`config.mk`:
```
export PLATFORM = sky130hd
export DESIGN_NAME = sprite_line_sequencer_flat
export DESIGN_NICKNAME = d
export VERILOG_FILES = /design/src/rtl/sprite_line_sequencer_if.sv /design/src/rtl/sprite_line_sequencer.sv /design/src/flat_wrapper.sv
export SDC_FILE = /design/constraint.sdc
export NUM_CORES = 1
export LEC_CHECK = 0
export ABC_AREA = 1
export BUFFER_PORTS_ARGS = -buffer_cell sky130_fd_sc_hd__buf_4
export CAP_MARGIN = 20
export CORE_MARGIN = 3
export CORE_UTILIZATION = 61
export CTS_CLUSTER_DIAMETER = 120
export CTS_CLUSTER_SIZE = 12
export DETAILED_ROUTE_END_ITERATION = 6
export PLACE_DENSITY = 0.88
export SETUP_SLACK_MARGIN = 0.2
export SLEW_MARGIN = 20
export SYNTH_ARGS = -nofsm -noshare
export SYNTH_HDL_FRONTEND = slang
export SYNTH_SLANG_ARGS = --single-unit
```
`constraint.sdc`:
```
create_clock -name clk_pixel -period 3.55 [get_ports clk_pixel]
set_input_delay 0.355 -clock clk_pixel [delete_from_list [all_inputs] [get_ports clk_pixel]]
set_output_delay 0.355 -clock clk_pixel [all_outputs]
set_load 0.05 [all_outputs]
```
`src/rtl/sprite_line_sequencer_if.sv`:
```
// Control/status bundle between the sprite-hit detector, the line sequencer
// and the sprite memory address generator.
interface sprite_line_sequencer_if #(
  parameter int unsigned CNT_W  = 5,
  parameter int unsigned PASS_W = 8
);
  logic              sprite_on;
  logic              clear;
  logic [1:0]        mode;
  logic [CNT_W-1:0]  line_limit;
  logic [CNT_W-1:0]  current_line;
  logic              count_finished;
  logic              line_done;
  logic              busy;
  logic [PASS_W-1:0] pass_count;

  modport master (
    output sprite_on, clear, mode, line_limit,
    input  current_line, count_finished, line_done, busy, pass_count
  );

  modport slave (
    input  sprite_on, clear, mode, line_limit,
    output current_line, count_finished, line_done, busy, pass_count
  );
endinterface

```
`src/rtl/sprite_line_sequencer.sv`:
```
// Steps the sprite row index through 0..L while sprite_on is high, with
// wrap / one-shot / hold behaviour, a terminal pulse and a saturating pass count.
module sprite_line_sequencer #(
  parameter int unsigned MAX_LINES = 20,
  parameter int unsigned CNT_W     = 5,
  parameter int unsigned PASS_W    = 8
) (
  input  logic                    clk_pixel,
  input  logic                    reset,
  sprite_line_sequencer_if.slave  bus
);

  typedef enum logic [1:0] {
    S_IDLE  = 2'd0,
    S_COUNT = 2'd1,
    S_PAUSE = 2'd2,
    S_DONE  = 2'd3
  } state_e;

  localparam logic [CNT_W-1:0] LAST_LINE     = CNT_W'(MAX_LINES - 1);
  localparam logic [1:0]       MODE_ONE_SHOT = 2'b01;
  localparam logic [1:0]       MODE_HOLD     = 2'b10;

  state_e             state_q, state_d;
  logic [CNT_W-1:0]   count_q, count_d;
  logic [CNT_W-1:0]   lim_q, lim_d;
  logic [PASS_W-1:0]  pass_q, pass_d;
  logic               line_done_q, line_done_d;
  logic               fin_q, fin_d;
  logic               busy_q, busy_d;

  logic [CNT_W-1:0]   eff_lim;
  logic               mode_hold;
  logic               mode_one_shot;
  logic               do_step;

  // A zero or out-of-range request falls back to the full sprite height.
  always_comb begin
    eff_lim = bus.line_limit;
    if ((bus.line_limit == '0) || (bus.line_limit > LAST_LINE)) begin
      eff_lim = LAST_LINE;
    end
  end

  assign mode_hold     = (bus.mode == MODE_HOLD);
  assign mode_one_shot = (bus.mode == MODE_ONE_SHOT);

  // State and datapath registers.
  always_ff @(posedge clk_pixel or negedge reset) begin
    if (!reset) begin
      state_q     <= S_IDLE;
      count_q     <= '0;
      lim_q       <= LAST_LINE;
      pass_q      <= '0;
      line_done_q <= 1'b0;
      fin_q       <= 1'b1;
      busy_q      <= 1'b0;
    end else begin
      state_q     <= state_d;
      count_q     <= count_d;
      lim_q       <= lim_d;
      pass_q      <= pass_d;
      line_done_q <= line_done_d;
      fin_q       <= fin_d;
      busy_q      <= busy_d;
    end
  end

  // Next-state and datapath update.
  always_comb begin
    state_d     = state_q;
    count_d     = count_q;
    lim_d       = lim_q;
    pass_d      = pass_q;
    line_done_d = 1'b0;
    do_step     = 1'b0;

    case (state_q)
      S_IDLE: begin
        if (bus.sprite_on) begin
          state_d = S_COUNT;
          count_d = CNT_W'(1);
          lim_d   = eff_lim;
        end
      end
      S_COUNT: begin
        if (bus.sprite_on) begin
          do_step = 1'b1;
        end else if (mode_hold) begin
          state_d = S_PAUSE;
        end else begin
          state_d = S_IDLE;
          count_d = '0;
        end
      end
      S_PAUSE: begin
        if (bus.sprite_on) begin
          state_d = S_COUNT;
          do_step = 1'b1;
        end else if (!mode_hold) begin
          state_d = S_IDLE;
          count_d = '0;
        end
      end
      S_DONE: begin
        if (!bus.sprite_on) begin
          state_d = S_IDLE;
          count_d = '0;
        end
      end
      default: begin
        state_d = S_IDLE;
        count_d = '0;
      end
    endcase

    // One counting step, shared by COUNT and the PAUSE resume edge.
    if (do_step) begin
      if (count_q == lim_q) begin
        line_done_d = 1'b1;
        if (pass_q != '1) begin
          pass_d = pass_q + PASS_W'(1);
        end
        if (mode_one_shot) begin
          state_d = S_DONE;
        end else begin
          count_d = '0;
          lim_d   = eff_lim;
        end
      end else begin
        count_d = count_q + CNT_W'(1);
      end
    end

    if (bus.clear) begin
      state_d     = S_IDLE;
      count_d     = '0;
      pass_d      = '0;
      line_done_d = 1'b0;
    end
  end

  // Status flags are precomputed from next-state values so they leave a flop.
  always_comb begin
    fin_d  = (state_d != S_COUNT) || (count_d == lim_d);
    busy_d = (state_d != S_IDLE);
  end

  assign bus.current_line   = count_q;
  assign bus.count_finished = fin_q;
  assign bus.line_done      = line_done_q;
  assign bus.busy           = busy_q;
  assign bus.pass_count     = pass_q;

endmodule

```
`src/flat_wrapper.sv`:
```
// flat-port wrapper written by rule: the top's interface ports become plain ports
module sprite_line_sequencer_flat 
#(
  parameter int unsigned MAX_LINES = 20,
  parameter int unsigned CNT_W     = 5,
  parameter int unsigned PASS_W    = 8
)
  (clk_pixel, reset, bus_sprite_on, bus_clear, bus_mode, bus_line_limit, bus_current_line, bus_count_finished, bus_line_done, bus_busy, bus_pass_count);
  sprite_line_sequencer_if #(.CNT_W(CNT_W), .PASS_W(PASS_W)) bus_i ();
  input  logic clk_pixel;
  input  logic reset;
  input wire logic [$bits(bus_i.sprite_on)-1:0] bus_sprite_on;
  input wire logic [$bits(bus_i.clear)-1:0] bus_clear;
  input wire logic [$bits(bus_i.mode)-1:0] bus_mode;
  input wire logic [$bits(bus_i.line_limit)-1:0] bus_line_limit;
  output wire logic [$bits(bus_i.current_line)-1:0] bus_current_line;
  output wire logic [$bits(bus_i.count_finished)-1:0] bus_count_finished;
  output wire logic [$bits(bus_i.line_done)-1:0] bus_line_done;
  output wire logic [$bits(bus_i.busy)-1:0] bus_busy;
  output wire logic [$bits(bus_i.pass_count)-1:0] bus_pass_count;
  assign bus_i.sprite_on = bus_sprite_on;
  assign bus_i.clear = bus_clear;
  assign bus_i.mode = bus_mode;
  assign bus_i.line_limit = bus_line_limit;
  assign bus_current_line = bus_i.current_line;
  assign bus_count_finished = bus_i.count_finished;
  assign bus_line_done = bus_i.line_done;
  assign bus_busy = bus_i.busy;
  assign bus_pass_count = bus_i.pass_count;
  sprite_line_sequencer #(.MAX_LINES(MAX_LINES), .CNT_W(CNT_W), .PASS_W(PASS_W)) u_core (.clk_pixel(clk_pixel), .reset(reset), .bus(bus_i));
endmodule
```
---- Word-level counts from Yosys, hierarchy flattened ----
Index checks and enable logic that the tools add are counted.
word-level totals
  input bits .............................. 11
  flip-flop bits (word level) ............. 23
  logic and storage cells ................. 64
  output and inout port bits .............. 16
cells by class
  multiplexer cells ....................... 35
  add/sub/neg operators ................... 2
  eq/ne operators ......................... 9
  reductions and logical operators ........ 10
  magnitude comparators ................... 1
operator list
  operator               count
  $mux W5                14
  $mux W8                4
  $mux W2                10
  $pmux W5 S3            1
  $eq A5 B5 Y1           2
  $add A8 B1 Y8 const B  1
  $ne A8 B8 Y1 const B   1
  $pmux W2 S4            1
  $reduce_bool A2 Y1     4
  $eq A2 B2 Y1 const B   3
  $add A5 B1 Y5 const B  1
  $gt A5 B5 Y1 const B   1
  $logic_not A5 Y1       1
  $mux W1                5
  $eq A2 B1 Y1 const B   2
  $reduce_and A3 Y1      1
  $logic_not A2 Y1       1
  $logic_or A1 B1 Y1     2
  $ne A2 B1 Y1 const B   1
  $reduce_or A2 Y1       1

---- Logic depth before layout (Yosys ltp) ----
Gate-level depths: netlist of run 1.
  depth in word-level cells ............... 10
  depth in mapped cells ................... 15
  mapped depth without buffers ............ 15

---- Least setup slack after synthesis of run 1 ----
No wires, ideal clock.
  path kind ............................... reg2reg
  from .................................... reg u_core.count_q[4], in the netlist u_core.bus.current_line[4]
  to ...................................... reg u_core.pass_q[5], in the netlist u_core.bus.pass_count[5]
  clock period less this slack ............ 1.912 ns
  setup time .............................. 0.094 ns
  path buffers ............................ 0
  slack ................................... 1.638 ns
  stages on the path, launching flop included .. 11
  data arrival time ....................... 1.818 ns
  data required time ...................... 3.456 ns
  path through ............................ dfrtp_1 > inv_1 > nand2_1 > nand2_1 > nor2_4 > nand3_4 > clkinv_2 > nand3_4 > nor2_8 > nand3_1 > a221oi_2
on the way
  longest elaborated chain between the ends .. 3
RTL lines
  item                                 line                          source
  from (decl)                          sprite_line_sequencer.sv:25   logic [CNT_W-1:0] count_q, count_d;
  from (signal assigned)               sprite_line_sequencer.sv:60   count_q <= count_d;
  $eq A5 B5 Y1                         sprite_line_sequencer.sv:119  if (count_q == lim_q) begin
  $reduce_bool A2 Y1 (no source line)  n/a
  $reduce_and A3 Y1 (no source line)   n/a
  to (signal assigned)                 sprite_line_sequencer.sv:62   pass_q <= pass_d;
  to (decl)                            sprite_line_sequencer.sv:27   logic [PASS_W-1:0] pass_q, pass_d;
No other way between the ends.
A chain may end at the register's enable or synchronous reset.

---- Worst setup path after layout of run 1 ----
  from .................................... reg u_core.state_q[0]
  to ...................................... reg u_core.fin_q, in the netlist u_core.bus.count_finished
on the way
  longest elaborated chain between the ends .. 9
  elaborated cells between the ends (all ways) .. 28
  classes of those cells .................. 5 x eq/ne; 20 x mux; 3 x reduce/logical
RTL lines
  item                                                 line                          source
  from (decl)                                          sprite_line_sequencer.sv:24   state_e state_q, state_d;
  from (signal assigned)                               sprite_line_sequencer.sv:59   state_q <= state_d;
  $eq A2 B1 Y1 / $eq A2 B2 Y1 (equally long branches)  sprite_line_sequencer.sv:78   case (state_q)
  $reduce_or A2 Y1 (no source line)                    n/a
  $pmux W5 S3                                          sprite_line_sequencer.sv:78
  $mux W5                                              sprite_line_sequencer.sv:124  if (mode_one_shot) begin
  $mux W5                                              sprite_line_sequencer.sv:119
  $mux W5 (*)                                          sprite_line_sequencer.sv:118  if (do_step) begin
  $mux W5 (*)                                          sprite_line_sequencer.sv:135  if (bus.clear) begin
  named net u_core.count_d[0]                          sprite_line_sequencer.sv:25
  $eq A5 B5 Y1 (*)                                     sprite_line_sequencer.sv:145  fin_d = (state_d != S_COUNT) || (count_d == lim_d);
  $logic_or A1 B1 Y1 (*)                               sprite_line_sequencer.sv:145
  named net u_core.fin_d                               sprite_line_sequencer.sv:29   logic fin_q, fin_d;
  to (signal assigned)                                 sprite_line_sequencer.sv:64   fin_q <= fin_d;
  to (decl)                                            sprite_line_sequencer.sv:29
Mark *: on every way through the listed nets, which the timed path passes. The rest lies on a longest branch.

==> results of run 1 <==
[worst paths after layout]
| path | to | startpoint | slack, ns |
|---|---|---|---|
| max | u_core.bus.count_finished | u_core.state_q[0] | 1.57 |
| min | u_core.bus.pass_count[5] | bus_clear | 0.24 |
| max reg2reg | u_core.bus.count_finished | u_core.state_q[0] | 1.57 |
| min reg2reg | u_core.lim_q[4] | u_core.lim_q[4] | 0.54 |
| max in group asynchronous | u_core.lim_q[4] | reset | 2.78 |
| min in group asynchronous | u_core.bus.line_done | reset | 0.48 |
[cells by family after synthesis]
kind of cell / count (synthesis) / share of synthesized area, %
DFF: 23 / 34.2
xor gates and xnor gates: 5 / 3.69
and+or+nand+nor: 136 / 39.3
AOI/OAI and AO/OA: 22 / 8.19
buffers and inverters: 40 / 9.37
adders and majority gates: 7 / 5.17
[state kept, by name, indices dropped and copies added, names as in the netlist]
name                       flops
u_core.lim_q                   5
u_core.bus.current_line        5
u_core.bus.pass_count          8
u_core.bus.busy                1
u_core.state_q                 2
u_core.bus.line_done           1
u_core.bus.count_finished      1
[critical path: cells and delay by family (launching register included)]
kind	cells	cell delay [ns]
and+or+nand+nor	8	0.78
DFF	1	0.43
buffers and inverters	4	0.40
adders and majority gates	1	0.31
[repair_timing]
action | 4_1_cts | 5_1_grt
setup endpoints to repair | 0 | 0
hold buffers | 1 | 0
endpoints found under the hold margin | 19 | 0
[layout make-up]
class	instances	area share (%)
Multi-Input combinational cell	170	49.0
Sequential cell	23	29.8
Timing Repair Buffer	27	10.5
Inverter	38	7.38
Tap cell	30	1.92
Clock buffer	3	1.15
Clock inverter	1	0.257
[metal layers]
| metal | global-route usage [%] | vias up |
|---|---|---|
| met5 | 0 | - |
| met4 | 12.9 | 0 |
| met3 | 3.51 | 11 |
| met2 | 36.0 | 43 |
| met1 | 32.0 | 696 |
| li1 | - | 796 |
[cells in the mapped netlist (all sizes together)]
master	n	area [µm²]
a211oi	3	22.5
a21oi	7	38.8
a221oi	1	15.0
a32oi	1	8.76
buf	1	11.3
clkbuf	1	3.75
clkinv	2	8.75
dfrtp	19	475
dfstp	4	105
ha	7	87.6
inv	36	135
nand2	75	307
nand3	27	160
nand3b	1	7.51
nand4	3	33.8
nor2	28	149
nor3	2	10.0
o21a	1	7.51
o21ai	8	40.0
o22ai	1	6.26
xnor2	2	36.3
xor2	3	26.3
[where the power goes]
part	total, W	internal, W	switching [W]
sequential	0.000302	0.000282	0.0000199
clock	0.000121	0.0000422	0.0000791
combinational	0.000185	0.0000639	0.000121
[through the flow]
stage / total power, W / cells
after floorplan: 0.000439 / 233
after global placement: 0.000487 / 287
after detailed placement: 0.000491 / 287
after CTS: 0.000613 / 292
after global routing: 0.000650 / 292
final: 0.000609 / 292
==> qor.csv, run 1 <==
stage,metric,value,unit
timing,Final Max Tran Viols,0,
placed_design,Placed Area,1910,µm²
power,Power Density,312,nW/µm²
synthesis,register area share after synthesis,34.2,%
critical_path,Worst EP arrival,2.24,ns
critical_path,CP Capture Type,register,
timing,Slew @ Worst Pin,0.351,ns
clock_tree,clock tree sinks,23,
outcome,status,"finished, final reports clean",
finish,"commonest non-fill, non-tap cell in the layout",nand2_1,
detailed_routing,Post-Route WL,3570,µm
detailed_routing,met3 wire length,160,µm
timing,setup violators final,0,
detailed_routing,DR WL/cell,12.2,µm
detailed_routing,routed vias/inst,5.29,
global_route,grt total ovfl,0,
finish,proportion of layout cells with a drive suffix above 1,22.5,%
clock_tree,CTS tree,built,
worst_hold_path,worst hold path depth,2,
synthesis,Mapped Avg Cell Area,7.28,µm²
timing,maximum clock rate,0.506,GHz
die,I/O pin count,27,
detailed_routing,# DRC,0,
global_route,number of global-route vias before repair,1415,
die,die width,58.7,µm
placed_design,Place WS,1.64,ns
detailed_routing,Top Metal Used,met4,
placed_design,detailed-placement wirelength estimate,2840,µm
global_route,initial antenna violation count,0,
finish,Finished Cell Area,1950,µm²
synthesis,syn nets,251,
die,Cell Rows,18,
critical_path,dominant cell type by count on the critical path,nand2_1,
global_route,first-pass GRT wire length,6150,µm
finish,Nets,281,
finish,"commonest non-fill, non-tap cells in the layout","nand2_1, inv_1, buf_4, nand3_1, nor2_1",
critical_path,WP data required,3.81,ns
detailed_routing,met2 wire len,1620,µm
critical_path,CP max stage delay,0.43,ns
clock_tree,CTS max path bufs,2,
detailed_routing,drt pass-1 iters,5,
detailed_routing,drt first-iter violations,92,
placed_design,count of input and output buffers,26,
critical_path,crit path kind,register to register,
critical_path,reg2reg path depth,13,
clock_tree,Clock Latency Late Sink,0.32,ns
timing,setup ws final,1.57,ns
finish,Layout area overhead,15.1,%
power,Max rail drop VDD,0.328,mV
die,die height,58.7,µm
finish,Multi-input gate area,956,µm²
die,Starting Density,66.0,%
timing,unrepaired setup endpoints after global routing,no,
timing,Layout Skew,0.00625,ns
synthesis,post-synthesis register bit count,23,
detailed_routing,met1 WL,1660,µm
global_route,largest net degree at the start of global routing,24,
timing,min cycle time layout,1.98,ns
die,Core Region,2570,µm²
detailed_routing,vias,1546,
finish,fillers,208,
detailed_routing,Post-DRT Antenna Nets,0,
clock_tree,H-tree levels,1,
finish,ant diodes,0,
worst_hold_path,worst hold path class,input pin to register,
timing,Final Hold Fails,0,
clock_tree,setup bufs post-CTS,0,
synthesis,synthesis warning total,0,
synthesis,Synth Instances,233,
synthesis,synthesized area,1700,µm²
timing,period utilization,55.7,%
clock_tree,CTS Buf Count,3,
clock_tree,Clock Root Buffer,clkbuf_4,
critical_path,crit start category,register,
timing,setup tns final,0,ns
finish,Finished Core Util,76.0,%
timing,worst hold slack,0.243,ns
synthesis,Yosys cell types,34,
critical_path,crit path max fanout,9,
placed_design,gpl congestion,0.901,
critical_path,CP Cell Sequence,inv_1 > ha_1 > nand2_1 > inv_2 > nand4_4 > nand2_2 > inv_1 > nand3_1 > inv_2 > nand2_1 > nand2_1 > nand3_1 > nand2_1,
die,Die Area,3450,µm²
global_route,gr usage total,23.6,%
finish,register area,581,µm²
power,LEAKAGE,1.05,nW
clock_tree,clock slew at reported path FFs,0.13,ns
flow_run,maxcap violations,0,
timing,Worst slew margin,76.6,%
clock_tree,cts repair resizes,0,
critical_path,Crit-path slowest cell,dfrtp_1,
Power figures use the tool's default switching activity.
==> run 2, diff against run 1 <==
ABC_AREA = 0   (was 1)
CORE_UTILIZATION = 55   (was 61)
PLACE_DENSITY = 0.82   (was 0.88)
clock period = 2 ns   (was 3.55 ns; I/O delays follow)
==> run 2 against run 1 <==
Effect of this change: the run now ends with setup timing left; register-to-register slack worse by 2.1 ns; maximum frequency shrank 20%; combinational power increased to 2.7 times the previous value; worst setup slack lost 2.1 ns; non-clock buffer count is 45 higher; highest routed layer unchanged.
==> qor.csv, run 2 <==
stage,metric,value,unit,change
synthesis,register area share after synthesis,39.6,%,+5.4 points
die,Die Area,3320,µm²,-3.7%
timing,Slew @ Worst Pin,0.454,ns,+0.103 ns
finish,proportion of layout cells with a drive suffix above 1,57.3,%,+35 points
synthesis,top_reg_cell synth,dfrtp_1,,
global_route,met1 Resource Use GR,38.3,%,+6.3 points
global_route,grt total ovfl,0,,unchanged
critical_path,CP max stage delay,0.40,ns,-0.03 ns
die,Cell Rows,18,,unchanged
critical_path,crit start category,register,,
power,Internal,0.000804,W,+110%
finish,Layout area overhead,61.6,%,
global_route,number of global-route vias before repair,1616,,+14%
outcome,failing checks,setup timing,,
power,Max rail drop VDD,0.588,mV,+79%
timing,setup tns final,-2.99,ns,-2.99 ns
synthesis,Post-synth EDFFs,0,,unchanged
die,die width,57.6,µm,-1.9%
clock_tree,clock tree sinks,23,,unchanged
clock_tree,H-tree levels,1,,unchanged
timing,Layout Skew,0.00306,ns,-0.00318 ns
critical_path,Worst EP arrival,2.76,ns,+0.52 ns
global_route,first-pass GRT wire length,7890,µm,+28%
placed_design,Placed Cells,242,,-16%
power,clock power share,18.6,%,-1.3 points
global_route,largest net degree at the start of global routing,24,,unchanged
critical_path,dominant cell type by count on the critical path,mux2_4,,
finish,"commonest non-fill, non-tap cell in the layout",buf_4,,
synthesis,Synth top cells by count,"nor2_1, dfrtp_1, nand2_1",,
critical_path,cell family with most CP delay,compound AO/OA/AOI/OAI gates,,
clock_tree,CTS tree,built,,
die,I/O pin count,27,,unchanged
clock_tree,CTS Buf Count,3,,unchanged
timing,period utilization,124,%,+68 points
global_route,Global Route met2 Usage,52.1,%,+16 points
critical_path,CP Capture Type,register,,
detailed_routing,DR WL/cell,25.1,µm,+110%
synthesis,most frequent cell after synthesis,nor2_1,,
power,post-route total power,0.00126,W,+110%
placed_design,count of input and output buffers,26,,unchanged
timing,Final Max Tran Viols,0,,unchanged
finish,Nets,253,,-10%
critical_path,Buf/Inv on CP,1,,-3
detailed_routing,vias,1813,,+17%
synthesis,leading area contributor after synthesis,dfrtp_1,,
die,die height,57.6,µm,-1.9%
critical_path,CP Cell Sequence,inv_2 > ha_4 > nand3b_1 > a22oi_2 > nand2_1 > mux2_4 > mux2_4 > a311o_1 > a41o_1,,
global_route,GRT Max-Usage Layer,met2,,
timing,maximum clock rate,0.403,GHz,-20%
finish,"commonest non-fill, non-tap cells in the layout","buf_4, nor2_1, dfrtp_1, nand2_1, buf_6",,
power,combinational power share,39.8,%,+9.4 points
timing,min cycle time layout,2.48,ns,+0.507 ns
power,Switching Fraction,36.4,%,+0.23 points
placed_design,Placed Area,1920,µm²,+0.39%
finish,fillers,68,,-67%
synthesis,Synth Instances,160,,-31%
finish,Non-Filler Instances,264,,-9.6%
power,LEAKAGE,1.08,nW,+3.5%
timing,unrepaired setup endpoints after global routing,yes,,
finish,Finished Cell Area,2370,µm²,+21%
synthesis,ys async rst share,100,%,unchanged
synthesis,syn nets,178,,-29%
die,Starting Density,58.6,%,-7.4 points
critical_path,crit path max fanout,6,,-3
global_route,M3 GR Usage,3.79,%,+0.28 points
synthesis,post-synth top area share,32.5,%,+4.4 points
global_route,initial antenna violation count,0,,unchanged
clock_tree,Clock Latency Late Sink,0.33,ns,about the same
die,Core Region,2500,µm²,-2.6%
synthesis,top post-synthesis cells by area,"dfrtp_1, dfstp_2, ha_1",,
timing,Final Hold Fails,0,,unchanged
timing,Worst slew margin,69.4,%,-7.2 points
flow_run,maxcap violations,0,,unchanged
detailed_routing,Post-Route WL,6640,µm,+86%
detailed_routing,routed vias/inst,6.87,,+30%
synthesis,post-synthesis register bit count,23,,unchanged
placed_design,gpl congestion,0.859,,-4.7%
clock_tree,clock slew at reported path FFs,0.13,ns,about the same
detailed_routing,Post-DRT Antenna Nets,0,,unchanged
critical_path,crit path kind,register to register,,
clock_tree,CTS max path bufs,2,,unchanged
critical_path,WP data required,2.28,ns,-1.53 ns
synthesis,synthesis warning total,0,,unchanged
finish,Finished Core Util,94.7,%,+19 points
global_route,gr usage total,30.7,%,+7.1 points
synthesis,Mapped Avg Cell Area,9.16,µm²,+26%
finish,max reg flops,8,,unchanged
critical_path,Crit-path slowest cell,dfrtp_1,,
power,Power Density,534,nW/µm²,+71%
detailed_routing,drt first-iter violations,211,,+130%
synthesis,Yosys cell types,41,,+21%
power,switching pwr,0.000460,W,+110%
worst_hold_path,worst hold path class,input pin to register,,
detailed_routing,drt pass-1 iters,5,,unchanged
finish,ant diodes,0,,unchanged
detailed_routing,# DRC,0,,unchanged
clock_tree,Clock Root Buffer,clkbuf_4,,
synthesis,synthesized area,1470,µm²,-14%
placed_design,detailed-placement wirelength estimate,3070,µm,+8.3%
timing,setup ws final,-0.482,ns,-2.06 ns
timing,setup violators final,14,,+14
outcome,status,"complete, but fails checks",,
power,Seq pwr share,41.6,%,-8.1 points
[run 2: cell count changes in the layout (fill, tap and decap cells not counted), moves of 4 or more]
cell	before	now
buf_4	26	62
buf_6	0	9
dfrtp_1	19	14
dfrtp_2	0	5
inv_1	30	4
inv_2	6	2
mux2_4	0	6
nand2_1	69	9
nand3_1	25	4
nor2_1	22	16
[run 2: cell families after synthesis]
group / Yosys count / share of synthesized area (%)
xor gates and xnor gates: 14 / 8.37
DFF: 23 / 39.6
buffers and inverters: 8 / 2.13
AOI/OAI and AO/OA: 34 / 15.3
and+or+nand+nor: 66 / 22.1
adders and majority gates: 7 / 5.98
muxes: 8 / 6.49
[run 2: worst paths after layout]
kind / start / end / slack, ns / cells past startpoint
setup / recovery: u_core.state_q[0] / u_core.bus.count_finished / -0.48 / 9
hold / removal: bus_clear / u_core.bus.busy / 0.13 / 2
setup reg to reg: u_core.state_q[0] / u_core.bus.count_finished / -0.48 / 9
hold reg to reg: u_core.lim_q[2] / u_core.lim_q[2] / 0.63 / 1
max in group asynchronous: reset / u_core.lim_q[4] / 1.43 / 2
min in group asynchronous: reset / u_core.bus.busy / 0.28 / 2
[run 2: area by class of cell]
class                      count  area, µm²  share of cell area (%)
multi-input combinational    129       1120                    47.2
sequential                    23        587                    24.8
timing repair buffer          72        577                    24.4
tap                           30       37.5                    1.59
clock buffer                   4       26.3                    1.11
inverter                       6       22.5                   0.951
[run 2: per-layer routing]
layer | routed length (µm) | part of all wire (%) | vias up
met5 | 0 | 0 | -
met4 | 467 | 7.0 | 0
met3 | 622 | 9.4 | 54
met2 | 3260 | 49 | 171
met1 | 2280 | 34 | 874
li1 | - | - | 714
[run 2: power by group through the flow]
stage	registers (W)	logic [W]	clock network, W
floorplan	0.000555	0.000167	0
CTS	0.000518	0.000385	0.000222
global placement	0.000524	0.000312	0
finish	0.000527	0.000503	0.000235
global route	0.000527	0.000522	0.000245
detailed placement	0.000527	0.000328	0
[run 2: per-stage QoR]
stage	worst slack (ns)	hold WS (ns)
after floorplan	-0.460	-0.0956
after global placement	-0.317	0.0985
after detailed placement	-0.434	0.107
after CTS	-0.305	0.125
after global routing	-0.511	0.142
final	-0.482	0.132
[run 2: what timing repair did]
action | CTS | global route
hold buffers | 1 | 0
resized for setup | 30 | 35
setup buffers | 10 | 7
endpoints found under the hold margin | 19 | 0
setup endpoints to repair | 21 | 22
cloned | 0 | 0
pin swaps | 18 | 20
==> run 3, diff against run 2 <==
CTS_BUF_LIST = sky130_fd_sc_hd__clkbuf_16   (was not set)
==> run 3 against run 2 <==
Effect of this change: the flow still finishes with violations (setup timing); first-iteration DRC count fell by 26%; flip-flop and latch count did not move; worst setup slack improved by 0.034 ns; critical path type unchanged.
==> qor.csv, run 3 (synthesis results as in run 2) <==
stage,metric,value,unit,change
global_route,first-pass GRT wire length,8630,µm,+9.4%
die,Starting Density,58.6,%,unchanged
power,LEAKAGE,1.05,nW,-2.6%
clock_tree,clock slew at reported path FFs,0.06,ns,-0.07 ns
timing,Final Hold Fails,0,,unchanged
power,Power Density,631,nW/µm²,+18%
timing,unrepaired setup endpoints after global routing,yes,,
detailed_routing,vias,1666,,-8.1%
outcome,failing checks,setup timing,,
global_route,gr usage total,35.3,%,+4.6 points
critical_path,Worst EP arrival,2.64,ns,-0.12 ns
finish,"commonest non-fill, non-tap cell in the layout",buf_4,,
timing,min cycle time layout,2.45,ns,-0.0343 ns
finish,fillers,114,,+68%
flow_run,maxcap violations,0,,unchanged
power,Max rail drop VDD,0.869,mV,+48%
detailed_routing,drt first-iter violations,156,,-26%
finish,Layout area overhead,52.6,%,
detailed_routing,DR WL/cell,21.9,µm,-13%
clock_tree,CTS Buf Count,3,,unchanged
global_route,grt total ovfl,0,,unchanged
detailed_routing,drt pass-1 iters,5,,unchanged
critical_path,WP data required,2.19,ns,-0.09 ns
timing,Layout Skew,0.00387,ns,+0.000806 ns
timing,Worst slew margin,72.2,%,+2.9 points
critical_path,crit start category,register,,
global_route,Global Route met2 Usage,60.0,%,+7.9 points
critical_path,crit path max fanout,5,,-1
finish,"commonest non-fill, non-tap cells in the layout","buf_4, nor2_1, dfrtp_1, nand2_1, a21oi_2",,
worst_hold_path,Hold Path Origin,bus_clear,,
clock_tree,clock tree sinks,23,,unchanged
clock_tree,CTS max path bufs,2,,unchanged
clock_tree,Clock Root Buffer,clkbuf_16,,
finish,max reg flops,8,,unchanged
worst_hold_path,worst hold path class,input pin to register,,
finish,Nets,247,,-2.4%
timing,maximum clock rate,0.408,GHz,+1.4%
critical_path,r2r startpoint,u_core.state_q[0],,
finish,ant diodes,0,,unchanged
die,I/O pin count,27,,unchanged
finish,proportion of layout cells with a drive suffix above 1,50.9,%,-6.4 points
detailed_routing,Post-DRT Antenna Nets,0,,unchanged
die,Core Region,2500,µm²,unchanged
global_route,met1 Resource Use GR,39.4,%,+1.1 points
critical_path,crit path kind,register to register,,
global_route,largest net degree at the start of global routing,24,,unchanged
placed_design,gpl congestion,0.859,,unchanged
critical_path,CP Launch Point,u_core.state_q[0],,
clock_tree,Clock Latency Late Sink,0.26,ns,-0.07 ns
global_route,M3 GR Usage,8.02,%,+4.2 points
die,die width,57.6,µm,unchanged
power,post-route total power,0.00141,W,+12%
finish,Non-Filler Instances,258,,-2.3%
detailed_routing,Post-Route WL,5650,µm,-15%
placed_design,Placed Cells,242,,unchanged
die,die height,57.6,µm,unchanged
global_route,number of global-route vias before repair,1728,,+6.9%
placed_design,count of input and output buffers,26,,unchanged
global_route,GRT Max-Usage Layer,met2,,
die,Die Area,3320,µm²,unchanged
timing,setup ws final,-0.448,ns,+0.0343 ns
outcome,status,"complete, but fails checks",,
die,Cell Rows,18,,unchanged
clock_tree,CTS tree,built,,
timing,Final Max Tran Viols,0,,unchanged
timing,Slew @ Worst Pin,0.411,ns,-0.0424 ns
timing,period utilization,122,%,-1.7 points
timing,setup violators final,8,,-6
detailed_routing,# DRC,0,,unchanged
global_route,initial antenna violation count,0,,unchanged
critical_path,CP Capture Type,register,,
placed_design,detailed-placement wirelength estimate,3070,µm,unchanged
detailed_routing,routed vias/inst,6.46,,-6.0%
clock_tree,H-tree levels,1,,unchanged
-- run 3: cell count changes in the layout (fill, tap and decap cells not counted), moves of 3 or more --
cell	previous run	this run
clkbuf_4	3	0
a21oi_2	3	7
buf_6	9	2
clkbuf_16	0	3
nor2_4	3	0
nor2_1	16	20
a21oi_4	3	0
-- run 3: cell type report --
class / instances / area (µm²) / share of cell area [%]
multi-input combinational: 129 / 1000 / 44.9
sequential: 23 / 587 / 26.2
timing repair buffer: 66 / 505 / 22.6
clock buffer: 3 / 75.1 / 3.36
tap: 30 / 37.5 / 1.68
inverter: 6 / 22.5 / 1.01
clock inverter: 1 / 3.75 / 0.168
-- run 3: through the flow --
| step | cell area, µm² | hold WS [ns] | setup WS (ns) | util, % | TNS, ns |
|---|---|---|---|---|---|
| after floorplan | 1490 | -0.0956 | -0.460 | - | -0.850 |
| after global routing | 2240 | 0.222 | -0.506 | 89.4 | -2.66 |
| after global placement | 1920 | 0.0985 | -0.317 | 76.8 | -0.361 |
| final | 2240 | 0.209 | -0.448 | 89.4 | -1.60 |
| after CTS | 2200 | 0.212 | -0.268 | 87.9 | -0.815 |
| after detailed placement | 1920 | 0.107 | -0.434 | 76.8 | -0.796 |
-- run 3: report_power, final --
part | leakage (nW) | switching, W | total (W) | internal (W)
combinational | 0.718 | 0.000236 | 0.000431 | 0.000195
clock | 0.0423 | 0.000181 | 0.000449 | 0.000268
sequential | 0.294 | 0.0000290 | 0.000530 | 0.000501
-- run 3: worst max-delay path: stages, from the launching register on --
cell and delay (ns):
dfrtp_1 0.38, inv_2 0.08, ha_4 0.31, nand3b_1 0.13
a22oi_2 0.27, nand2_1 0.11, mux2_2 0.34, xnor2_2 0.18
nor4_1 0.06, a311o_1 0.32, a41o_1 0.19
-- run 3: final timing paths --
path,end,slack [ns],cells past startpoint
max,u_core.bus.count_finished,-0.45,10
min,u_core.bus.pass_count[7],0.21,2
max reg2reg,u_core.bus.count_finished,-0.45,10
min reg2reg,u_core.lim_q[0],0.58,2
max in group asynchronous,u_core.lim_q[1],1.33,2
min in group asynchronous,u_core.bus.pass_count[4],0.38,2
-- run 3: timing repair --
| item | in CTS | in global routing |
|---|---|---|
| pin swaps | 12 | 4 |
| setup endpoints to repair | 19 | 22 |
| hold buffers | 1 | 0 |
| buffers inserted | 11 | 0 |
| hold endpoints to repair | 19 | 0 |
| resized for setup | 25 | 11 |
-- run 3: layer usage --
metal / vias to the layer above / routed length, µm
met4: 0 / 330
met2: 124 / 2820
met1: 804 / 2040
li1: 703 / -
met3: 35 / 452
met5: - / 0
